<file path="config.mk">
export PLATFORM = sky130hd
export DESIGN_NAME = axi4_lite_master_p
export DESIGN_NICKNAME = d
export VERILOG_FILES = /design/src/rtl/axi4_lite_pkg.sv /design/src/rtl/axi_lite_timeout_cnt.sv /design/src/rtl/axi4_lite_master_p.sv
export SDC_FILE = /design/constraint.sdc
export NUM_CORES = 1
export LEC_CHECK = 0
export CAP_MARGIN = 0
export CORE_UTILIZATION = 25
export CTS_BUF_LIST = sky130_fd_sc_hd__clkbuf_4 sky130_fd_sc_hd__clkbuf_8
export DETAILED_ROUTE_END_ITERATION = 8
export DONT_BUFFER_PORTS = 1
export PLACE_DENSITY = 0.42
export SLEW_MARGIN = 15
export SYNTH_ARGS = -nofsm -noshare
export SYNTH_HDL_FRONTEND = slang
export SYNTH_SLANG_ARGS = --single-unit
</file>
<file path="constraint.sdc">
create_clock -name clk -period 1.7 [get_ports clk]
set_input_delay 0.51 -clock clk [delete_from_list [all_inputs] [get_ports clk]]
set_output_delay 0.51 -clock clk [all_outputs]
set_load 0.005 [all_outputs]
</file>
<file path="src/rtl/axi4_lite_pkg.sv">
// Shared types and constants for the AXI4-Lite master and its future slave sibling.
// Holds the FSM state encoding, response codes and parameter range checks.
package axi4_lite_pkg;

    typedef enum logic [2:0] {
        IDLE    = 3'd0,
        WR_REQ  = 3'd1,
        WR_RESP = 3'd2,
        RD_ADDR = 3'd3,
        RD_DATA = 3'd4,
        DONE    = 3'd5
    } state_t;

    typedef logic [1:0] resp_t;

    localparam resp_t OKAY   = 2'b00;
    localparam resp_t EXOKAY = 2'b01;
    localparam resp_t SLVERR = 2'b10;
    localparam resp_t DECERR = 2'b11;

    localparam int ADDR_W_MIN = 12;
    localparam int ADDR_W_MAX = 64;

    function automatic bit data_w_ok(input int w);
        return (w == 32) || (w == 64);
    endfunction

    function automatic bit addr_w_ok(input int w);
        return (w >= ADDR_W_MIN) && (w <= ADDR_W_MAX);
    endfunction

endpackage

</file>
<file path="src/rtl/axi_lite_timeout_cnt.sv">
// Saturating transaction-age counter; expired is asserted during the last
// permitted cycle so the owner can abort on the following edge.
module axi_lite_timeout_cnt #(
    parameter int TIMEOUT = 1024
) (
    input  logic clk,
    input  logic rst_n,
    input  logic i_clear,
    input  logic i_enable,
    output logic o_expired
);

    localparam int CNT_W = (TIMEOUT > 0) ? $clog2(TIMEOUT + 1) : 1;
    localparam logic [CNT_W-1:0] CNT_MAX  = CNT_W'(TIMEOUT);
    localparam logic [CNT_W-1:0] CNT_LAST = CNT_W'((TIMEOUT > 0) ? TIMEOUT - 1 : 0);

    logic [CNT_W-1:0] r_count;

    always_ff @(posedge clk or negedge rst_n) begin
        if (!rst_n) begin
            r_count <= '0;
        end else if (i_clear) begin
            r_count <= '0;
        end else if (i_enable && (r_count != CNT_MAX)) begin
            r_count <= r_count + 1'b1;
        end
    end

    // TIMEOUT == 0 disables expiry entirely.
    assign o_expired = (TIMEOUT > 0) && i_enable && (r_count == CNT_LAST);

endmodule

</file>
<file path="src/rtl/axi4_lite_master_p.sv">
// Single-outstanding AXI4-Lite master: one user request at a time, AW and W
// issued together, slave response or timeout reported back with a Done pulse.
module axi4_lite_master_p
    import axi4_lite_pkg::*;
#(
    parameter int         ADDR_W  = 32,
    parameter int         DATA_W  = 32,
    parameter logic [2:0] PROT    = 3'b000,
    parameter int         TIMEOUT = 1024
) (
    input  logic                  clk,
    input  logic                  rst_n,

    input  logic                  AXI_Start,
    output logic                  AXI_Ready,
    input  logic                  AXI_WriteEn,
    input  logic [ADDR_W-1:0]     AXI_Addr,
    input  logic [DATA_W-1:0]     AXI_WData,
    input  logic [DATA_W/8-1:0]   AXI_WStrb,
    output logic [DATA_W-1:0]     AXI_RData,
    output logic [1:0]            AXI_Resp,
    output logic                  AXI_Timeout,
    output logic                  AXI_Done,

    output logic [ADDR_W-1:0]     M_AXI_AWADDR,
    output logic [2:0]            M_AXI_AWPROT,
    output logic                  M_AXI_AWVALID,
    input  logic                  M_AXI_AWREADY,
    output logic [DATA_W-1:0]     M_AXI_WDATA,
    output logic [DATA_W/8-1:0]   M_AXI_WSTRB,
    output logic                  M_AXI_WVALID,
    input  logic                  M_AXI_WREADY,
    input  logic [1:0]            M_AXI_BRESP,
    input  logic                  M_AXI_BVALID,
    output logic                  M_AXI_BREADY,
    output logic [ADDR_W-1:0]     M_AXI_ARADDR,
    output logic [2:0]            M_AXI_ARPROT,
    output logic                  M_AXI_ARVALID,
    input  logic                  M_AXI_ARREADY,
    input  logic [DATA_W-1:0]     M_AXI_RDATA,
    input  logic [1:0]            M_AXI_RRESP,
    input  logic                  M_AXI_RVALID,
    output logic                  M_AXI_RREADY
);

    localparam int STRB_W = DATA_W / 8;

    generate
        if (!data_w_ok(DATA_W)) begin : g_bad_data_w
            $error("axi4_lite_master_p: DATA_W must be 32 or 64");
        end
        if (!addr_w_ok(ADDR_W)) begin : g_bad_addr_w
            $error("axi4_lite_master_p: ADDR_W must be in 12..64");
        end
    endgenerate

    state_t              r_state;
    state_t              w_state_next;

    logic [ADDR_W-1:0]   r_addr;
    logic [DATA_W-1:0]   r_wdata;
    logic [STRB_W-1:0]   r_wstrb;
    logic [DATA_W-1:0]   r_rdata;
    logic [1:0]          r_resp;
    logic                r_timeout;
    logic                r_aw_done;
    logic                r_w_done;

    logic                w_accept;
    logic                w_aw_fin;
    logic                w_w_fin;
    logic                w_expired;
    logic                w_cnt_en;
    logic                w_abort;
    logic                w_awvalid;
    logic                w_wvalid;
    logic                w_bready;
    logic                w_arvalid;
    logic                w_rready;
    logic                w_ready;
    logic                w_done;

    assign w_accept = (r_state == IDLE) && AXI_Start;
    assign w_cnt_en = (r_state != IDLE) && (r_state != DONE);

    // While in WR_REQ a channel's VALID is exactly !done, so READY alone completes it.
    assign w_aw_fin = r_aw_done || M_AXI_AWREADY;
    assign w_w_fin  = r_w_done  || M_AXI_WREADY;

    axi_lite_timeout_cnt #(
        .TIMEOUT (TIMEOUT)
    ) u_timeout_cnt (
        .clk       (clk),
        .rst_n     (rst_n),
        .i_clear   (w_accept),
        .i_enable  (w_cnt_en),
        .o_expired (w_expired)
    );

    always_ff @(posedge clk or negedge rst_n) begin
        if (!rst_n) begin
            r_state <= IDLE;
        end else begin
            r_state <= w_state_next;
        end
    end

    // A handshake in the expiry cycle takes priority over the abort.
    always_comb begin
        w_state_next = r_state;
        w_abort      = 1'b0;
        w_awvalid    = 1'b0;
        w_wvalid     = 1'b0;
        w_bready     = 1'b0;
        w_arvalid    = 1'b0;
        w_rready     = 1'b0;
        w_ready      = 1'b0;
        w_done       = 1'b0;
        case (r_state)
            IDLE: begin
                w_ready = 1'b1;
                if (AXI_Start) begin
                    w_state_next = AXI_WriteEn ? WR_REQ : RD_ADDR;
                end
            end
            WR_REQ: begin
                w_awvalid = !r_aw_done;
                w_wvalid  = !r_w_done;
                if (w_aw_fin && w_w_fin) begin
                    w_state_next = WR_RESP;
                end else if (w_expired) begin
                    w_state_next = DONE;
                    w_abort      = 1'b1;
                end
            end
            WR_RESP: begin
                w_bready = 1'b1;
                if (M_AXI_BVALID) begin
                    w_state_next = DONE;
                end else if (w_expired) begin
                    w_state_next = DONE;
                    w_abort      = 1'b1;
                end
            end
            RD_ADDR: begin
                w_arvalid = 1'b1;
                if (M_AXI_ARREADY) begin
                    w_state_next = RD_DATA;
                end else if (w_expired) begin
                    w_state_next = DONE;
                    w_abort      = 1'b1;
                end
            end
            RD_DATA: begin
                w_rready = 1'b1;
                if (M_AXI_RVALID) begin
                    w_state_next = DONE;
                end else if (w_expired) begin
                    w_state_next = DONE;
                    w_abort      = 1'b1;
                end
            end
            DONE: begin
                w_done       = 1'b1;
                w_state_next = IDLE;
            end
            default: begin
                w_state_next = IDLE;
            end
        endcase
    end

    always_ff @(posedge clk or negedge rst_n) begin
        if (!rst_n) begin
            r_addr    <= '0;
            r_wdata   <= '0;
            r_wstrb   <= '0;
            r_rdata   <= '0;
            r_resp    <= OKAY;
            r_timeout <= 1'b0;
            r_aw_done <= 1'b0;
            r_w_done  <= 1'b0;
        end else begin
            if (w_accept) begin
                r_addr    <= AXI_Addr;
                r_wdata   <= AXI_WData;
                r_wstrb   <= AXI_WStrb;
                r_timeout <= 1'b0;
                r_aw_done <= 1'b0;
                r_w_done  <= 1'b0;
            end
            if (r_state == WR_REQ) begin
                r_aw_done <= w_aw_fin;
                r_w_done  <= w_w_fin;
            end
            if ((r_state == WR_RESP) && M_AXI_BVALID) begin
                r_resp <= M_AXI_BRESP;
            end
            if ((r_state == RD_DATA) && M_AXI_RVALID) begin
                r_rdata <= M_AXI_RDATA;
                r_resp  <= M_AXI_RRESP;
            end
            if (w_abort) begin
                r_resp    <= SLVERR;
                r_timeout <= 1'b1;
            end
        end
    end

    assign AXI_Ready     = w_ready;
    assign AXI_Done      = w_done;
    assign AXI_Timeout   = w_done && r_timeout;
    assign AXI_Resp      = r_resp;
    assign AXI_RData     = r_rdata;

    assign M_AXI_AWADDR  = r_addr;
    assign M_AXI_AWPROT  = PROT;
    assign M_AXI_AWVALID = w_awvalid;
    assign M_AXI_WDATA   = r_wdata;
    assign M_AXI_WSTRB   = r_wstrb;
    assign M_AXI_WVALID  = w_wvalid;
    assign M_AXI_BREADY  = w_bready;
    assign M_AXI_ARADDR  = r_addr;
    assign M_AXI_ARPROT  = PROT;
    assign M_AXI_ARVALID = w_arvalid;
    assign M_AXI_RREADY  = w_rready;

endmodule

</file>
Word level (Yosys, flattened, before mapping)
Cells that the tools add are included.
{"block": "classes", "add_sub_neg": 1, "n_eq_ne": 9, "muxes": 30, "n_reduce_logical": 18}
{"cell": "$mux 11", "n": 2}
{"cell": "$mux 3", "n": 6}
{"cell": "$mux 1", "n": 16}
{"cell": "$pmux 3 s5", "n": 1}
{"cell": "$add 11x1->11 const B", "n": 1}
{"cell": "$eq 11x10->1 const B", "n": 1}
{"cell": "$ne 11x11->1 const B", "n": 1}
{"cell": "$logic_and 1x1->1", "n": 8}
{"cell": "$mux 2", "n": 4}
{"cell": "$eq 3x2->1 const B", "n": 2}
{"cell": "$eq 3x3->1 const B", "n": 2}
{"cell": "$reduce_bool 2->1", "n": 3}
{"cell": "$reduce_bool 3->1", "n": 2}
{"cell": "$pmux 1 s4", "n": 1}
{"cell": "$eq 3x1->1 const B", "n": 1}
{"cell": "$logic_not 3->1", "n": 1}
{"cell": "$ne 3x3->1 const B", "n": 1}
{"cell": "$logic_not 1->1", "n": 2}
{"cell": "$logic_or 1x1->1", "n": 2}
{"cell": "$ne 2x2->1 const B", "n": 1}
{"block": "word_totals", "ff_bits": 119, "in_bits": 113, "out_inout_bits": 148, "wordCells": 68}

Logic depth before layout (Yosys ltp)
Gate-level depths: netlist of the first run.
{"block": "depth", "word_depth": 7, "mapped_depth": 7, "ltp_nobuf": 5}

By module
A second synthesis of the first run with hierarchy kept.
{"block": "hier_totals", "hier_cells": 524, "area_unflattened_um2": 5235.0}
{"module": "axi4_lite_master_p", "instances": 1, "cells_per_inst": 457, "area_each_um2": 4579.4, "seq_area_each_um2": 2702.6}
{"module": "axi_lite_timeout_cnt", "instances": 1, "cells_per_inst": 67, "area_each_um2": 655.6, "seq_area_each_um2": 275.3}

Worst setup path before layout of the first run
Ideal clock, no wire load.
{"block": "synth_path", "path_kind": "register -> output", "startpoint": "register r_state[1]", "endpoint": "output M_AXI_AWVALID", "arrival_time_ns": 1.125, "t_required_ns": 1.190, "path_slack_ns": 0.065, "path_stages_with_launch": 6, "path_buffers": 2, "path_cell_list": "dfrtp_1 buf_4 buf_2 nor2_1 nand2_1 nor2_1"}
{"block": "synth_between", "elab_chain_cells": 2}
{"item": "start, declared", "line": "axi4_lite_master_p.sv:57", "rtl": "state_t r_state;"}
{"item": "start signal, assigned", "line": "axi4_lite_master_p.sv:104", "rtl": "r_state <= w_state_next;"}
{"item": "$eq 3x1->1", "line": "axi4_lite_master_p.sv:119", "rtl": "case (r_state)"}
{"item": "$mux 1", "line": "axi4_lite_master_p.sv:119"}
{"item": "end, declared", "line": "axi4_lite_master_p.sv:27", "rtl": "output logic M_AXI_AWVALID,"}
No other way between the ends.

Final worst setup path of the first run
{"block": "layout_path", "startpoint": "register r_state[2]", "endpoint": "output AXI_Ready"}
{"block": "layout_between", "elab_chain_cells": 2}
{"item": "$logic_not 3->1", "line": "axi4_lite_master_p.sv:119"}
{"item": "$mux 1", "line": "axi4_lite_master_p.sv:119"}
{"item": "end, declared", "line": "axi4_lite_master_p.sv:15", "rtl": "output logic AXI_Ready,"}
No other way between the ends.

==> metrics.md, run 1 <==
| Metric | Value |
|---|---|
| Run status | complete, but fails checks |
| Violations in the final reports | hold timing, setup timing |
| Max Freq | 528 MHz |
| Data required time at the worst endpoint | 1.19 ns |
| Max-capacitance violation count | 0 |
| Most common cell in the netlist | nand2_1 |
| Number of setup violations in the final report | 16 |
| Iteration-0 DRC Markers | 116 |
| Layout cells sized above 1 | 25.8% |
| Number of antenna violations at the first check in global routing | 0 |
| Half-perimeter wire length after detailed placement | 9080 µm |
| Register area share after synthesis | 56.8% |
| Most area-hungry cell type in the Yosys netlist | dfrtp_1 |
| Top-area cell type share of the netlist area | 56.8% |
| Final hold slack | -0.234 ns |
| Startpoint class of the critical path | flip-flop |
| Final wirelength | 13,800 µm |
| Clock insertion delay at the later pin of the skew report | 0.43 ns |
| Class of the tightest hold or removal check | in2async |
| Core area | 20,400 µm² |
| Library cell used as clock root buffer | clkbuf_8 |
| Post-synth top cells | nand2_1 (213), dfrtp_1 (119), buf_4 (40), mux2_2 (33), a21oi_1 (14) |
| Synth Area in Compound Gates | 5.06% |
| Largest net degree at the start of global routing | 120 |
| Count of yosys warnings during synthesis | 0 |
| Number of optimization iterations in the first detailed-route pass | 4 |
| Prevailing post-synth register cell | dfrtp_1 |
| GRT overflow | 0 |
| Portion of the clock cycle consumed by the worst path in the final layout | 111% |
| R2R Setup Slk | -0.01 ns |
| Switching part of the total power | 38.7% |
| End-of-flow core utilization | 30.9% |
| CTS tree | done |
| Startpoint of the worst setup timing path | r_state[2]$_DFFE_PN0P_ |
| Number of buffers between clock root and the deepest sink | 2 |
| Register bit total from synthesis | 119 |
| Share of total power in sequential cells | 44.2% |
| Overall global routing resource usage | 12.6% |
| Number of nets with antenna violations after detailed routing | 0 |
| Row Count | 52 |
| Post-synthesis average cell area | 9.93 µm² |
| Gpl congestion | 0.759 |
| Internal power contribution | 0.00740 W |
| Clock slew at reported path FFs | 0.09 ns |
| Number of hold violations in the final report | 119 |
| RSZ-0062 raised after global routing | true |
| Final Worst Setup Slack | -0.194 ns |
| Post-detailed-route DRC marker count | 0 |
| Minimum clock period after layout | 1.89 ns |
| Wire length of the first global-routing pass | 21,200 µm |
| Height of the chip | 147 µm |
| Filler cell count | 2,121 |
| Number of buffers created by CTS | 17 |
| Total area of multi-input combinational cells | 2020 µm² |
| Via count of the first global-routing pass | 3,912 |
| Post-synthesis instance area | 5240 µm² |
| Die X | 147 µm |
| Effective utilization at floorplan | 25.7% |
| Final net count | 653 |
| Dpl cell area | 5470 µm² |
| Number of levels the H-tree was split into | 4 |
| Power density over cell area | 1920 nW/µm² |
| Number of input and output port buffers inserted | 0 |
| Sinks on the clock net | 119 |
| Final design instance area without fill | 6290 µm² |
| Xor and xnor area share after synthesis | 1.03% |
| Routed vias | 3,670 |
| Type of element capturing the critical path | primary output |
| Antenna diodes | 0 |
| Dominant combinational cell family by area after synthesis | simple AND/OR/NAND/NOR gates |
| Multiplexer fraction of the synthesized cell area | 7.66% |
| Via-per-instance ratio | 4.47 |
| Worst-case clock skew | 0.0105 ns |
| Synthesized-area fraction occupied by and/or/nand/nor cells | 20.9% |
| Number of cells produced by synthesis | 528 |
| Type of the setup path with the least slack | reg2out |
| Net switching power | 0.00467 W |
| Wire length per cell | 16.9 µm |
| Die area | 21,600 µm² |
| P&R area growth vs syn | 20.1% |
| Maximum resistive drop on vdd | 0.731 mV |
| Leakage component of the power | 3.00 nW |
| FF/Latch Area | 2980 µm² |
| Top post-synthesis cells by area | dfrtp_1 (57%), nand2_1 (15%), mux2_2 (7.1%) |
| Worst Path Max Fanout | 8 |
| Max-slew violation count | 0 |
| Top Ports | 261 |
| Relative contribution of combinational cells to total power | 32.9% |
| Arithmetic-cell share of the synthesized area counting full adders, half adders and majority gates | 0.477% |
| Clock Power Share | 22.9% |
| R2R Path Start | r_state[0]$_DFFE_PN0P_ |
| Data arrival, critical path | 1.38 ns |
| Count of different cell masters after synthesis | 47 |
| Number of enable-type register cells in the synthesized netlist | 0 |
| Share of async-settable or async-resettable flops after synthesis | 100% |
flip-flops by register name, indices dropped and copies added (netlist names):
register / count
AXI_RData: 32
AXI_Resp: 2
M_AXI_ARADDR: 32
M_AXI_WDATA: 32
M_AXI_WSTRB: 4
r_aw_done: 1
r_state: 3
r_timeout: 1
r_w_done: 1
u_timeout_cnt.r_count: 11
worst paths after layout:
check	to	cells after the start
worst max-delay path	AXI_Ready	4
worst min register to register	r_timeout$_DFFE_PN0P_	1
worst min-delay path	M_AXI_ARADDR[7]$_DFFE_PN0P_	0
worst max register to register	AXI_RData[2]$_DFFE_PN0P_	6
min in group clk	M_AXI_ARADDR[5]$_DFFE_PN0P_	2
max in group asynchronous	r_state[1]$_DFFE_PN0P_	0
area by class of cell:
| type | instances | share of cell area, % |
|---|---|---|
| clock inverters | 15 | 2.88 |
| flip-flops and latches | 119 | 47.3 |
| well taps | 270 | 5.37 |
| clock buffers | 17 | 3.72 |
| inverters | 3 | 0.219 |
| repair buffers | 49 | 8.41 |
| multi-input cells | 348 | 32.1 |
power by group through the flow:
stage               logic [W]  clock network (W)  registers, W
floorplan             0.00290                  0       0.00495
global placement      0.00314                  0       0.00540
detailed placement    0.00326                  0       0.00540
CTS                   0.00364            0.00289       0.00536
global route          0.00447            0.00301       0.00553
finish                0.00397            0.00276       0.00534
worst max-delay path, cell delays in order, from the launching register on:
cell and delay, ns:
dfrtp_1 0.41, buf_12 0.15, nor3_4 0.18, buf_6 0.13, buf_6 0.09
what timing repair did:
action                                 4_1_cts  5_1_grt
setup buffers                                9       10
endpoints found under the hold margin      119      119
setup endpoints to repair                    8       49
pin swaps                                    6       12
resized for setup                           24       25
cloned                                       0        3
cells in the final DEF (no fill, tap or decap), drive strengths merged, types with 3 or more instances in the layout:
cell / Yosys / final
xor2: 4 / 4
and3: 3 / 3
nor3: 4 / 4
nor2: 12 / 12
a21oi: 14 / 14
nand3: 5 / 5
nor3b: 6 / 6
nor4: 3 / 3
conb: 1 / 6
mux2: 33 / 33
mux2i: 3 / 3
o211ai: 4 / 4
buf: 52 / 47
dfrtp: 119 / 119
clkinv: 0 / 3
clkbuf: 11 / 19
nand3b: 3 / 3
nand2: 213 / 213
o21ai: 9 / 9
inv: 3 / 12
stage by stage:
step | worst slack (ns) | setup TNS, ns | std cells | hold slack, ns | total power [W]
finish | -0.194 | -1.20 | 821 | -0.234 | 0.0121
global route | -0.288 | -4.35 | 821 | -0.294 | 0.0130
CTS | -0.237 | -1.64 | 809 | -0.285 | 0.0119
detailed placement | 0.0450 | 0 | 768 | 0.217 | 0.00866
global placement | 0.0921 | 0 | 768 | 0.218 | 0.00854
floorplan | 0.0652 | 0 | 533 | 0.214 | 0.00785
logic make-up after synthesis:
| kind of cell | count (synthesis) |
|---|---|
| buf+inv | 66 |
| xor+xnor | 4 |
| other cells | 1 |
| mux | 36 |
| compound gates | 39 |
| simple gates | 261 |
| fa+ha+maj | 2 |
| flops | 119 |
layer usage:
metal	track usage (%)	vias up	wire [µm]
met5	0	-	0
met4	4.64	0	142
met3	5.75	11	1510
met2	21.7	213	7050
met1	13.6	1745	5140
li1	-	1701	-
(Power assumes the default switching activity.)
==> run 2: changes to the inputs <==
--- a/config.mk
+++ b/config.mk
@@ -11,6 +11,7 @@
 export DETAILED_ROUTE_END_ITERATION = 8
 export DONT_BUFFER_PORTS = 1
 export PLACE_DENSITY = 0.42
+export SKIP_LAST_GASP = 1
 export SLEW_MARGIN = 15
 export SYNTH_ARGS = -nofsm -noshare
 export SYNTH_HDL_FRONTEND = slang
==> metrics.md, run 2 (synthesis gave the netlist of run 1 again) <==
| Metric | Value |
|---|---|
| Run status | complete, but fails checks (unchanged) |
| Violations in the final reports | hold timing, setup timing (unchanged) |
| Minimum clock period after layout | 1.90 ns (was 1.89 ns) |
| Final hold slack | -0.236 ns (was -0.234 ns) |
| Number of buffers created by CTS | 17 (unchanged) |
| Max Freq | 528 MHz (about the same) |
| Wire length per cell | 16.8 µm (was 16.9 µm) |
| Max-slew violation count | 0 (unchanged) |
| Die area | 21,600 µm² (unchanged) |
| Data arrival, critical path | 1.39 ns (was 1.38 ns) |
| Clock insertion delay at the later pin of the skew report | 0.43 ns (about the same) |
| Row Count | 52 (unchanged) |
| Internal power contribution | 0.00740 W (about the same) |
| Half-perimeter wire length after detailed placement | 9080 µm (unchanged) |
| Sinks on the clock net | 119 (unchanged) |
| Switching part of the total power | 38.6% (was 38.7%) |
| P&R area growth vs syn | 19.5% (was 20.1%) |
| Number of setup violations in the final report | 29 (was 16) |
| Max-capacitance violation count | 0 (unchanged) |
| Number of nets with antenna violations after detailed routing | 0 (unchanged) |
| Met3 track demand over resource | 5.71% (was 5.75%) |
| Effective utilization at floorplan | 25.7% (unchanged) |
| Data required time at the worst endpoint | 1.19 ns (about the same) |
| Number of input and output port buffers inserted | 0 (unchanged) |
| Type of the setup path with the least slack | reg2out (unchanged) |
| Commonest non-fill, non-tap cell in the layout | nand2_1 (unchanged) |
| CTS tree | done (unchanged) |
| Post-detailed-route DRC marker count | 0 (unchanged) |
| Met1 usage in global routing | 13.7% (was 13.6%) |
| Leakage component of the power | 2.99 nW (was 3.00 nW) |
| Pwr Total | 0.0121 W (about the same) |
| Number of antenna violations at the first check in global routing | 0 (unchanged) |
| Die X | 147 µm (unchanged) |
| Number of hold violations in the final report | 119 (unchanged) |
| Antenna diodes | 0 (unchanged) |
| Height of the chip | 147 µm (unchanged) |
| Overall global routing resource usage | 12.6% (about the same) |
| Type of element capturing the critical path | primary output (unchanged) |
| Power density over cell area | 1920 nW/µm² (about the same) |
| Relative contribution of combinational cells to total power | 32.8% (was 32.9%) |
| Final Worst Setup Slack | -0.195 ns (was -0.194 ns) |
| Clock Power Share | 23.0% (was 22.9%) |
| Via-per-instance ratio | 4.50 (was 4.47) |
| Most Crowded Layer GR | met2 (unchanged) |
| Library cell used as clock root buffer | clkbuf_8 (unchanged) |
| Iteration-0 DRC Markers | 96 (was 116) |
| Leading cell types in the layout, fill and taps excluded | nand2_1 (211), dfrtp_1 (118), mux2_2 (33), buf_4 (27), clkbuf_8 (17) (was nand2_1 (211), dfrtp_1 (118), mux2_2 (33), buf_4 (26), clkbuf_8 (17)) |
| Wire length of the first global-routing pass | 21,100 µm (was 21,200 µm) |
| Final net count | 652 (was 653) |
| Startpoint class of the critical path | flip-flop (unchanged) |
| Via count of the first global-routing pass | 3,907 (was 3,912) |
| Net switching power | 0.00466 W (was 0.00467 W) |
| FF/Latch Area | 2980 µm² (unchanged) |
| Gpl congestion | 0.759 (unchanged) |
| Class of the tightest hold or removal check | in2async (unchanged) |
| Largest net degree at the start of global routing | 120 (unchanged) |
| Worst Path Max Fanout | 8 (unchanged) |
| Filler cell count | 2,124 (was 2,121) |
| Worst-case clock skew | 0.0127 ns (was 0.0105 ns) |
| Final wirelength | 13,800 µm (about the same) |
| Routed vias | 3,692 (was 3,670) |
| Met2 track demand over resource in global routing | 21.5% (was 21.7%) |
| Maximum resistive drop on vdd | 0.711 mV (was 0.731 mV) |
| Total area of multi-input combinational cells | 2000 µm² (was 2020 µm²) |
| Top Ports | 261 (unchanged) |
| Clock slew at reported path FFs | 0.09 ns (about the same) |
| Number of optimization iterations in the first detailed-route pass | 4 (unchanged) |
| GRT overflow | 0 (unchanged) |
| RSZ-0062 raised after global routing | true (unchanged) |
| Share of total power in sequential cells | 44.2% (about the same) |
| Number of buffers between clock root and the deepest sink | 2 (unchanged) |
| Layout cells sized above 1 | 25.8% (about the same) |
| Core area | 20,400 µm² (unchanged) |
| Number of levels the H-tree was split into | 4 (unchanged) |
| Portion of the clock cycle consumed by the worst path in the final layout | 111% (about the same) |
[run 2: per-stage QoR]
| step | util [%] | setup slack, ns | instance area, µm² | std cells | setup TNS, ns |
|---|---|---|---|---|---|
| final | 30.8 | -0.195 | 6270 | 820 | -1.76 |
| after global routing | 30.8 | -0.285 | 6270 | 820 | -5.13 |
| after CTS | 29.6 | -0.237 | 6030 | 809 | -1.86 |
| after detailed placement | 26.8 | 0.0450 | 5470 | 768 | 0 |
| after global placement | 26.8 | 0.0921 | 5470 | 768 | 0 |
| after floorplan | - | 0.0652 | 5260 | 533 | 0 |
[run 2: power by group through the flow]
| stage | clock, W | sequential (W) | combinational [W] |
|---|---|---|---|
| 5_1_grt | 0.00301 | 0.00553 | 0.00446 |
| 3_5_place_dp | 0 | 0.00540 | 0.00326 |
| 3_3_place_gp | 0 | 0.00540 | 0.00314 |
| 6_report | 0.00277 | 0.00533 | 0.00396 |
| 4_1_cts | 0.00289 | 0.00536 | 0.00362 |
| 2_1_floorplan | 0 | 0.00495 | 0.00290 |
[run 2: worst max-delay path: stages (launching register included)]
cell     delay, ns
dfrtp_1       0.41
buf_12        0.15
nor3_4        0.18
buf_6         0.13
buf_6         0.09
[run 2: cell type report]
cell class / instances / area share (%)
Multi-Input combinational cell: 348 / 31.9
Inverter: 3 / 0.220
Tap cell: 270 / 5.39
Sequential cell: 119 / 47.5
Clock buffer: 17 / 3.73
Clock inverter: 15 / 2.90
Timing Repair Buffer: 48 / 8.27
[run 2: timing repair]
item / 4_1_cts / 5_1_grt
setup buffers: 9 / 8
hold endpoints to repair: 119 / 119
setup endpoints to repair: 8 / 49
cloned: 0 / 3
resized for setup: 21 / 24
pin swaps: 4 / 17
[run 2: layer usage]
layer  part of all wire, %  wire length (µm)  vias to the layer above
met3                    11              1460                       13
met1                    37              5160                     1773
li1                      -                 -                     1696
met4                   1.1               158                        0
met5                     0                 0                        -
met2                    51              7030                      210
[run 2: path summary, 6_finish.rpt]
| path | startpoint | slack (ns) | to | cells past startpoint |
|---|---|---|---|---|
| min in group clk | AXI_Addr[5] | 0.18 | M_AXI_ARADDR[5]$_DFFE_PN0P_ | 2 |
| max reg2reg | r_state[1]$_DFFE_PN0P_ | -0.10 | AXI_Resp[0]$_DFFE_PN0P_ | 7 |
| max | r_state[2]$_DFFE_PN0P_ | -0.20 | AXI_Ready | 4 |
| max in group asynchronous | rst_n | 1.75 | r_state[1]$_DFFE_PN0P_ | 0 |
| min reg2reg | r_timeout$_DFFE_PN0P_ | 0.50 | r_timeout$_DFFE_PN0P_ | 1 |
| min | rst_n | -0.24 | M_AXI_ARADDR[10]$_DFFE_PN0P_ | 0 |
==> run 3: changes to the inputs <==
--- a/config.mk
+++ b/config.mk
@@ -5,12 +5,12 @@
 export SDC_FILE = /design/constraint.sdc
 export NUM_CORES = 1
 export LEC_CHECK = 0
+export BUFFER_PORTS_ARGS = -buffer_cell sky130_fd_sc_hd__buf_2
 export CAP_MARGIN = 0
 export CORE_UTILIZATION = 25
 export CTS_BUF_LIST = sky130_fd_sc_hd__clkbuf_4 sky130_fd_sc_hd__clkbuf_8
 export DETAILED_ROUTE_END_ITERATION = 8
-export DONT_BUFFER_PORTS = 1
-export PLACE_DENSITY = 0.42
+export PLACE_DENSITY = 0.53
 export SKIP_LAST_GASP = 1
 export SLEW_MARGIN = 15
 export SYNTH_ARGS = -nofsm -noshare
==> metrics.md, run 3 (synthesis gave the netlist of run 1 again) <==
| Metric | Value |
|---|---|
| Run status | complete, but fails checks (unchanged) |
| Violations in the final reports | setup timing (was hold timing, setup timing) |
| Routed vias | 4,522 (was 3,692) |
| Number of buffers created by CTS | 17 (unchanged) |
| GRT overflow | 0 (unchanged) |
| Iteration-0 DRC Markers | 132 (was 96) |
| Portion of the clock cycle consumed by the worst path in the final layout | 109% (was 111%) |
| Number of setup violations in the final report | 45 (was 29) |
| Internal power contribution | 0.00873 W (was 0.00740 W) |
| Filler cell count | 2,068 (was 2,124) |
| Top Ports | 261 (unchanged) |
| Worst Path Max Fanout | 8 (unchanged) |
| Wire length of the first global-routing pass | 23,300 µm (was 21,100 µm) |
| Number of input and output port buffers inserted | 254 (was 0) |
| Leakage component of the power | 4.16 nW (was 2.99 nW) |
| Worst reg-to-reg path cell count | 7 (unchanged) |
| Type of the setup path with the least slack | reg2out (unchanged) |
| Effective utilization at floorplan | 25.7% (unchanged) |
| P&R area growth vs syn | 47.6% (was 19.5%) |
| Cell mode on critical path | buf_12 (was buf_6) |
| Half-perimeter wire length after detailed placement | 10,200 µm (was 9080 µm) |
| Relative contribution of combinational cells to total power | 45.2% (was 32.8%) |
| Largest net degree at the start of global routing | 41 (was 120) |
| Height of the chip | 147 µm (unchanged) |
| Data arrival, critical path | 1.35 ns (was 1.39 ns) |
| Power density over cell area | 1770 nW/µm² (was 1920 nW/µm²) |
| RSZ-0062 raised after global routing | true (unchanged) |
| Number of levels the H-tree was split into | 4 (unchanged) |
| Share of total power in sequential cells | 35.5% (was 44.2%) |
| Minimum clock period after layout | 1.86 ns (was 1.90 ns) |
| Via count of the first global-routing pass | 4,341 (was 3,907) |
| Length of routed met2 wiring | 8060 µm (was 7030 µm) |
| Die X | 147 µm (unchanged) |
| Die area | 21,600 µm² (unchanged) |
| Sum Neg Setup Slack | -3.49 ns (was -1.76 ns) |
| Row Count | 52 (unchanged) |
| Chain of cells forming the critical path | buf_12 > buf_12 > nor3_4 > buf_2 (was buf_12 > nor3_4 > buf_6 > buf_6) |
| Number of hold violations in the final report | 0 (was 119) |
| Minimum setup slack after placement | -0.0412 ns (was 0.0450 ns) |
| Clock Power Share | 19.3% (was 23.0%) |
| Cell count along the critical path | 4 (unchanged) |
| CP Buf/Inv Count | 3 (unchanged) |
| Clock slew at reported path FFs | 0.08 ns (was 0.09 ns) |
| Final Worst Setup Slack | -0.161 ns (was -0.195 ns) |
| Layout cells sized above 1 | 48.9% (was 25.8%) |
| Sinks on the clock net | 119 (unchanged) |
| Post-detailed-route DRC marker count | 0 (unchanged) |
| R2R Path Start | r_state[2]$_DFFE_PN0P_ (was r_state[1]$_DFFE_PN0P_) |
| Max-slew violation count | 0 (unchanged) |
| Number of buffers between clock root and the deepest sink | 2 (unchanged) |
| Leading cell types in the layout, fill and taps excluded | buf_2 (253), nand2_1 (211), dfrtp_1 (117), mux2_2 (33), buf_4 (25) (was nand2_1 (211), dfrtp_1 (118), mux2_2 (33), buf_4 (27), clkbuf_8 (17)) |
| Final design instance area without fill | 7740 µm² (was 6270 µm²) |
| Highest Signal Layer | met4 (unchanged) |
| Gpl congestion | 0.748 (was 0.759) |
| Switching part of the total power | 36.4% (was 38.6%) |
| Wire length per cell | 15.1 µm (was 16.8 µm) |
| Via-per-instance ratio | 4.20 (was 4.50) |
| Slowest cell on the critical path | dfrtp_1 (unchanged) |
| R2R Setup Slk | -0.10 ns (about the same) |
| Clock insertion delay at the later pin of the skew report | 0.43 ns (about the same) |
| End point of the critical path | AXI_Ready (unchanged) |
| Number of optimization iterations in the first detailed-route pass | 4 (unchanged) |
| Max-capacitance violation count | 0 (unchanged) |
| Number of nets with antenna violations after detailed routing | 0 (unchanged) |
| Number of antenna violations at the first check in global routing | 0 (unchanged) |
| Max Freq | 537 MHz (was 528 MHz) |
| Final hold slack | 0.257 ns (was -0.236 ns) |
| Type of element capturing the critical path | primary output (unchanged) |
| Class of the tightest hold or removal check | in2reg (was in2async) |
| Met3 WL post-DR | 1040 µm (was 1460 µm) |
| Kind of cell adding the most delay to the critical path | buffers and inverters (was flip-flops) |
| End-of-flow core utilization | 38.0% (was 30.8%) |
| Endpoint of the worst register-to-register path | AXI_Resp[1]$_DFFE_PN0P_ (was AXI_Resp[0]$_DFFE_PN0P_) |
| Total routed wire length on the met1 layer | 6920 µm (was 5160 µm) |
| Overall global routing resource usage | 14.1% (was 12.6%) |
| Library cell used as clock root buffer | clkbuf_8 (unchanged) |
| CTS tree | done (unchanged) |
| Core area | 20,400 µm² (unchanged) |
| Dpl cell area | 6770 µm² (was 5470 µm²) |
| Slowest cell delay on critical path | 0.40 ns (was 0.41 ns) |
| Final wirelength | 16,200 µm (was 13,800 µm) |
| Final net count | 909 (was 652) |
| Startpoint of the worst setup timing path | r_state[2]$_DFFE_PN0P_ (unchanged) |
| Data required time at the worst endpoint | 1.19 ns (about the same) |
| Net switching power | 0.00500 W (was 0.00466 W) |
| Commonest non-fill, non-tap cell in the layout | buf_2 (was nand2_1) |
| Worst-case clock skew | 0.0120 ns (was 0.0127 ns) |
| Maximum resistive drop on vdd | 0.588 mV (was 0.711 mV) |
| Antenna diodes | 0 (unchanged) |
| Startpoint class of the critical path | flip-flop (unchanged) |
==> run 3: cell types whose count changed in the layout (fill, tap and decap cells not counted), sizes merged <==
cell	delta
bufbuf	+3
clkinv	+1
dlygate4sd3	+1
clkbuf	+7
buf	+247
clkinvlp	+2
and2	+1
inv	-5
==> run 3: through the flow <==
stage          cells  power [W]
2_1_floorplan    533    0.00785
3_5_place_dp    1019     0.0101
3_3_place_gp    1019    0.00998
4_1_cts         1068     0.0134
5_1_grt         1077     0.0148
6_report        1077     0.0137
==> run 3: final cells by class <==
type | instances | area, µm² | share of cell area [%]
clock buffers | 19 | 255 | 3.30
repair buffers | 304 | 2000 | 25.9
well taps | 270 | 338 | 4.37
flip-flops and latches | 119 | 2980 | 38.5
clock inverters | 13 | 145 | 1.88
inverters | 3 | 11.3 | 0.146
multi-input cells | 349 | 2010 | 25.9
==> run 3: how the worst min path moves through the flow <==
stage                 start                           end  cells after the start
6_report       AXI_WData[4]    M_AXI_WDATA[4]$_DFFE_PN0P_                      3
5_1_grt         AXI_Addr[7]   M_AXI_ARADDR[7]$_DFFE_PN0P_                      3
3_5_place_dp          rst_n      AXI_RData[1]$_DFFE_PN0P_                      1
2_1_floorplan         rst_n      AXI_RData[0]$_DFFE_PN0P_                      0
3_3_place_gp          rst_n   M_AXI_ARADDR[5]$_DFFE_PN0P_                      1
4_1_cts        AXI_Addr[30]  M_AXI_ARADDR[30]$_DFFE_PN0P_                      3
==> run 3: power groups by stage <==
stage	registers (W)	logic, W	clock network (W)
2_1_floorplan	0.00495	0.00290	0
3_3_place_gp	0.00492	0.00507	0
3_5_place_dp	0.00494	0.00512	0
4_1_cts	0.00488	0.00580	0.00274
5_1_grt	0.00504	0.00688	0.00289
6_report	0.00488	0.00621	0.00264
==> run 3: timing repair <==
action | CTS | global route
hold buffers | 1 | 0
buffers inserted | 13 | 3
endpoints found under the setup margin | 11 | 125
hold endpoints to repair | 16 | 0
gates resized for setup | 19 | 15
pin swaps | 8 | 8
gates cloned | 3 | 9
==> run 3: metal layers <==
metal  GRT usage [%]  vias up
met5               0        -
met4            4.69        0
met3            4.97       12
met2            23.2      181
met1            17.1     2115
li1                -     2214
==> run 3: worst min-delay path, cell delays in order <==
cell and delay (ns):
buf_2 0.07, nand2_1 0.04, nand2_1 0.04
